==> src/rtl/parking_lot_controller.sv <==
// Eight-space parking lot sequencer: occupancy register, space allocation/release and shared gate timing.
// Optional entry statistics counters are compiled in with `define PARK_STATS_EN.
module parking_lot_controller #(
    parameter int GATE_CYCLES = 4,
    parameter int CNT_W       = 4
) (
    input  logic             clk,
    input  logic             reset,
    input  logic             enter_req,
    input  logic             exit_req,
    input  logic [2:0]       exit_number,
    output logic [7:0]       park_location,
    output logic [2:0]       assigned_number,
    output logic             enter_ack,
    output logic             enter_nack,
    output logic             exit_ack,
    output logic             exit_err,
    output logic             gate_open,
    output logic             full,
    output logic             empty,
    output logic [3:0]       free_count,
    output logic [1:0]       fsm_state
`ifdef PARK_STATS_EN
    ,
    output logic [7:0]       total_entries,
    output logic [7:0]       refused_entries
`endif
);

    // Handshake: a request is a level held by the requester until its one-cycle
    // ack/nack pulse; the controller then waits for that same line to drop before
    // it will sample any request again, so a held level is never serviced twice.

    localparam logic [1:0] IDLE     = 2'd0;
    localparam logic [1:0] GATE     = 2'd1;
    localparam logic [1:0] WAIT_REL = 2'd2;

    logic [1:0]       state;
    logic [CNT_W-1:0] timer;
    logic             svc_exit;
    logic [2:0]       free_idx;
    logic [3:0]       occ_cnt;
    logic             exit_hit;
    logic             do_exit;
    logic             do_alloc;
    logic             do_refuse;

    assign fsm_state = state;
    assign full      = &park_location;
    assign empty     = ~|park_location;
    assign exit_hit  = park_location[exit_number];

    // Exit requests take priority over entry requests on the same IDLE edge.
    assign do_exit   = (state == IDLE) && exit_req;
    assign do_alloc  = (state == IDLE) && !exit_req && enter_req && !full;
    assign do_refuse = (state == IDLE) && !exit_req && enter_req && full;

    always_comb begin
        free_idx = 3'd0;
        occ_cnt  = 4'd0;
        // Descending scan leaves the lowest-index free space in free_idx.
        for (int i = 7; i >= 0; i--) begin
            if (!park_location[i]) begin
                free_idx = 3'(i);
            end
        end
        for (int i = 0; i < 8; i++) begin
            occ_cnt = occ_cnt + 4'(park_location[i]);
        end
        free_count = 4'd8 - occ_cnt;
    end

    always_ff @(posedge clk or posedge reset) begin
        if (reset) begin
            state           <= IDLE;
            timer           <= '0;
            svc_exit        <= 1'b0;
            park_location   <= 8'h00;
            assigned_number <= 3'd0;
            enter_ack       <= 1'b0;
            enter_nack      <= 1'b0;
            exit_ack        <= 1'b0;
            exit_err        <= 1'b0;
            gate_open       <= 1'b0;
        end else begin
            enter_ack  <= 1'b0;
            enter_nack <= 1'b0;
            exit_ack   <= 1'b0;
            exit_err   <= 1'b0;
            case (state)
                IDLE: begin
                    if (do_exit) begin
                        svc_exit <= 1'b1;
                        exit_ack <= 1'b1;
                        if (exit_hit) begin
                            park_location[exit_number] <= 1'b0;
                            timer     <= CNT_W'(GATE_CYCLES);
                            gate_open <= 1'b1;
                            state     <= GATE;
                        end else begin
                            exit_err <= 1'b1;
                            state    <= WAIT_REL;
                        end
                    end else if (do_alloc) begin
                        svc_exit                <= 1'b0;
                        enter_ack               <= 1'b1;
                        park_location[free_idx] <= 1'b1;
                        assigned_number         <= free_idx;
                        timer                   <= CNT_W'(GATE_CYCLES);
                        gate_open               <= 1'b1;
                        state                   <= GATE;
                    end else if (do_refuse) begin
                        svc_exit   <= 1'b0;
                        enter_nack <= 1'b1;
                        state      <= WAIT_REL;
                    end
                end
                GATE: begin
                    // gate_open was raised on entry, so the last open cycle is timer==1.
                    if (timer <= CNT_W'(1)) begin
                        timer     <= '0;
                        gate_open <= 1'b0;
                        state     <= WAIT_REL;
                    end else begin
                        timer <= timer - CNT_W'(1);
                    end
                end
                WAIT_REL: begin
                    if (svc_exit ? !exit_req : !enter_req) begin
                        state <= IDLE;
                    end
                end
                default: begin
                    gate_open <= 1'b0;
                    timer     <= '0;
                    state     <= IDLE;
                end
            endcase
        end
    end

`ifdef PARK_STATS_EN
    always_ff @(posedge clk or posedge reset) begin
        if (reset) begin
            total_entries   <= 8'h00;
            refused_entries <= 8'h00;
        end else begin
            if (do_alloc && total_entries != 8'hFF) begin
                total_entries <= total_entries + 8'd1;
            end
            if (do_refuse && refused_entries != 8'hFF) begin
                refused_entries <= refused_entries + 8'd1;
            end
        end
    end
`endif

endmodule
==> config.mk <==
export PLATFORM = sky130hd
export DESIGN_NAME = parking_lot_controller
export DESIGN_NICKNAME = d
export VERILOG_FILES = /design/src/rtl/parking_lot_controller.sv
export SDC_FILE = /design/constraint.sdc
export NUM_CORES = 1
export LEC_CHECK = 0
export BUFFER_PORTS_ARGS = -buffer_cell sky130_fd_sc_hd__buf_2
export CORE_UTILIZATION = 48
export CTS_CLUSTER_DIAMETER = 40
export DETAILED_ROUTE_END_ITERATION = 8
export GPL_ROUTABILITY_DRIVEN = 0
export GPL_TIMING_DRIVEN = 0
export PLACE_DENSITY_LB_ADDON = 0.08
export SYNTH_ARGS = -nofsm -noshare
export SYNTH_HDL_FRONTEND = slang
export SYNTH_SLANG_ARGS = --single-unit
==> constraint.sdc <==
create_clock -name clk -period 2.9 [get_ports clk]
set_input_delay 0.725 -clock clk [delete_from_list [all_inputs] [get_ports clk]]
set_output_delay 0.725 -clock clk [all_outputs]
set_load 0.03 [all_outputs]
Word level (Yosys, flattened, before mapping):

Cells that the tools add are included.

* bits in registers: 23
* bits in latches: 0
* bits in writable memories: 0
* bits in read-only memories: 0
* bits of input ports: 7
* output and inout port bits: 24
* logic and storage cells: 109
* memories kept: 0

* $add $sub $neg: 9
* multipliers: 0
* divide/modulo/power cells: 0
* order comparisons: 5
* equal/unequal tests: 8
* shifts and indexed selects: 0
* muxes and demuxes: 50
* bitwise operators: 5
* reductions and logical operators: 22

Operator list (count)
* 2-to-1 mux 3 bit: 8
* 2-to-1 mux 8 bit: 3
* 2-to-1 mux 1 bit: 23
* adder 4 x 1 -> 4 bit: 4
* 2-to-1 mux 4 bit: 4
* 2-to-1 mux 2 bit: 6
* one-hot mux 4 bit (3 select lines): 1
* AND reduction 3 bit: 4
* AND 8 bit: 1
* < comparator 3 x 4 -> 1 bit (second input constant): 2
* NOT 8 bit: 1
* bitwise OR 8 bit: 1
* AND reduction 8 bit: 1
* OR reduction 8 bit: 1
* logical AND 1 bit: 7
* demux 1 bit (select 3 bit): 2
* greater-or-equal comparator 3 x 1 -> 1 bit (second input constant): 2
* inequality test 2 bit (second input constant): 3
* inequality test 3 bit (second input constant): 2
* one-hot mux 2 bit (3 select lines): 1
* adder 3 x 1 -> 4 bit: 1
* <= comparator 4 x 1 -> 1 bit (second input constant): 1
* zero test 1 bit: 4
* inequality test 4 bit (second input constant): 1
* other kinds (14): 15

Depth between registers and ports, before layout:

* word-level depth: 15
* depth in mapped cells: 9
* mapped depth without buffers: 8

Worst setup path after synthesis:

No wires, ideal clock.

* path kind: reg-to-output
* start point: reg park_location[4]
* end point: out free_count[2]
* arrival: 2.695 ns
* slack: -0.520 ns
* stages on the path, launching flop included: 7
* buffers on the path: 0
* path through: dfrtp_1 -> fa_1 -> inv_1 -> ha_1 -> fa_1 -> fa_1 -> ha_1

* cells in the longest elaborated chain, start to end: 5

Ends and longest elaborated chain
* start: declaration: RTL line 12 `output logic [7:0] park_location,`
* start signal: assignment: RTL line 78 `park_location <= 8'h00;`
* start signal: indexed assignment: RTL line 96 `park_location[exit_number] <= 1'b0;`
* start signal: indexed assignment: RTL line 107 `park_location[free_idx] <= 1'b1;`
* adder 4 x 1 -> 4 bit (4 in series): RTL line 68 `occ_cnt = occ_cnt + 4'(park_location[i]);`
* subtractor 4 bit: RTL line 70 `free_count = 4'd8 - occ_cnt;`
* end: declaration: RTL line 21 `output logic [3:0] free_count,`

Every way passes these cells.

Worst setup path in the final report:

* start point: reg park_location[3]
* end point: out free_count[2]

* cells in the longest elaborated chain, start to end: 6

Ends and longest elaborated chain (RTL line)
* adder 3 x 1 -> 4 bit: 68
* adder 4 x 1 -> 4 bit (4 in series): 68
* subtractor 4 bit: 70

Every way passes these cells.

==> results_dict.tcl <==
set metrics [dict create \
    status "complete, but fails checks" \
    grt_pass1_wl_um 5620 \
    fin_worst_skew_ps 2.08 \
    slew_headroom_pct 30.2 \
    initial_core_util_pct 51.0 \
    die_w_um 56.2 \
    fmax_mhz 289 \
    post_drt_wl_per_cell_um 14.4 \
    drt_first_pass_iters 4 \
    synth_cell_types 42 \
    critPathArrivalTime_ps 2730 \
    cts_tree "done" \
    final.setup.worst_slack_ps -555 \
    dp_hpwl_um 2230 \
    clock_latency_ps 310 \
    hold_violations 0 \
    cp.required_ps 2170 \
    core-area_mm2 0.00276 \
    ctsHtreeMaxLevel 1 \
    ys.flop_type "dfrtp_1" \
    initialDrtViolationCount 46 \
    layout.nets 205 \
    ioPinCount 31 \
    syn_inst 147 \
    routed_wl_um 3110 \
    cts_buffers 3 \
    root_buffer "clkbuf_4" \
    async_flop_share_pct 100 \
    area_growth_pct 20.7 \
    placementRows 19 \
    drive_gt1_share_pct 31.4 \
    globalRouteOverflowTotal 0 \
    hold_path_class "reg2reg" \
    maxSlewViolCount 0 \
    clock_sinks 23 \
    crit_path_end_kind "primary output" \
    die-area_mm2 0.00315 \
    synth_top_cell_area_share_pct 40.9 \
    vias 1207 \
    fin_setup_tns_ps -1490 \
    tightest_slew_ps 1030 \
    synth_area_leaders "dfrtp_1 41%, ha_1 7.1%, fa_1 5.7%" \
    grt_max_degree 24 \
    pre_cts_slack_ps -323 \
    syn_nets 166 \
    crit_type "reg2out" \
    yosys_warnings 0 \
    failed_checks "negative setup slack" \
    post-route-util_pct 61.6 \
    antenna_left 0 \
    drc_errors 0 \
    finalSetupViolCount 3 \
    grt_pass1_vias 1178 \
    path_clk_slew_ps 130 \
    cts_buffer_depth 2 \
    grt_usage_pct 22.6 \
    antenna_found_initial 0 \
    worst_setup_path_start_kind "flip-flop" \
    fp.dieH_um 56.2 \
    synth_edf_count 0 \
    period_needed_ps 3460 \
    diodes 0 \
    synth_area_mm2 0.00141 \
    period_share_pct 119 \
    cts_hold_buf 0 \
    yosys.area.top_type "dfrtp_1" \
    cp_max_fo 2 \
    maxCapViolCount 0 \
    viasPerCell 5.59 \
    syn_area_per_cell_um2 9.58 \
    portBuffers 29 \
    ys_seq_area_share_pct 40.9 \
    ys_seq_elements 23 \
    grt_setup_unrepaired "true" \
]
==> placed cells by master (no fill, tap or decap), drive strengths merged, types with 2 or more instances in the layout <==
| cell type | n |
|---|---|
| a21oi | 5 |
| nor2 | 18 |
| a22oi | 2 |
| dfrtp | 23 |
| clkbuf | 5 |
| nor3 | 2 |
| nand3 | 4 |
| a311oi | 2 |
| a31oi | 2 |
| nand2 | 13 |
| mux2 | 4 |
| o21ai | 15 |
| ha | 8 |
| a21o | 2 |
| o31ai | 4 |
| inv | 16 |
| fa | 4 |
| buf | 37 |
==> state kept, by name, summed over array words and instances (netlist names) <==
register and flops:
enter_nack 1, exit_err 1, assigned_number 3, gate_open 1
svc_exit 1, exit_ack 1, park_location 8, timer 4
fsm_state 2, enter_ack 1
==> cells by family (layout without fill, tap and decap cells) <==
logic type	count (synthesis)	count (layout)	share of synthesized area [%]
AOI/OAI and AO/OA	37	37	17.9
adders and majority gates	12	12	12.8
DFF	23	23	40.9
and+or+nand+nor	49	49	16.6
muxes	5	5	4.80
buffers and inverters	21	59	7.02
==> path summary, 6_finish.rpt <==
| path | from | to | slack (ps) | cells past startpoint |
|---|---|---|---|---|
| setup / recovery | park_location[3]$_DFFE_PP0P_ | free_count[2] | -560 | 7 |
| hold / removal | assigned_number[2]$_DFFE_PP0P_ | assigned_number[2]$_DFFE_PP0P_ | 490 | 2 |
| setup reg to reg | park_location[2]$_DFFE_PP0P_ | timer[2]$_DFFE_PP0P_ | 770 | 5 |
| hold reg to reg | assigned_number[2]$_DFFE_PP0P_ | assigned_number[2]$_DFFE_PP0P_ | 490 | 2 |
| max in group asynchronous | reset | park_location[1]$_DFFE_PP0P_ | 1720 | 2 |
| min in group asynchronous | reset | svc_exit$_DFFE_PP0P_ | 580 | 2 |
==> repair_timing <==
item                                    4_1_cts  5_1_grt
buffers inserted                              5        0
resized for setup                             6        0
endpoints found under the setup margin        3        3
==> cell usage after synthesis (4+ instances only) <==
master,count
o31ai_1,4
nor2_1,18
ha_1,8
nand3_1,4
fa_1,4
o21ai_0,13
nand2_1,13
dfrtp_1,23
a21oi_1,5
inv_1,15
==> through the flow <==
| step | cell area (µm²) | hold slack [ps] | cells |
|---|---|---|---|
| 3_5_place_dp | 1620 | 462 | 207 |
| 5_1_grt | 1700 | 510 | 216 |
| 2_1_floorplan | 1430 | 458 | 147 |
| 4_1_cts | 1700 | 494 | 216 |
| 6_report | 1700 | 486 | 216 |
| 3_3_place_gp | 1620 | 456 | 207 |
==> routing by layer <==
| metal | part of all wire (%) | track usage [%] | wire (µm) | vias to the layer above |
|---|---|---|---|---|
| li1 | - | - | - | 593 |
| met1 | 48 | 33.2 | 1500 | 577 |
| met2 | 46 | 36.2 | 1440 | 35 |
| met3 | 5.0 | 3.72 | 154 | 2 |
| met4 | 0.29 | 3.14 | 9 | 0 |
| met5 | 0 | 0 | 0 | - |
==> final cells by class <==
type,count,area (µm²)
Fill cell,228,1060
Multi-Input combinational cell,103,751
Sequential cell,23,582
Timing Repair Buffer,34,201
Inverter,16,62.6
Tap cell,31,38.8
Buffer,5,36.3
Clock buffer,3,22.5
Clock inverter,1,5.00
==> worst max-delay path, stage by stage, from the launching register on <==
cell     delay (ps)
dfrtp_2         440
fa_1            540
inv_1            40
ha_2            180
fa_1            450
fa_2            370
ha_4            270
buf_6           120
Power is left out: the tool's default activity adds up to more than one toggle a clock period on the data nets, which glitch-free logic cannot reach.
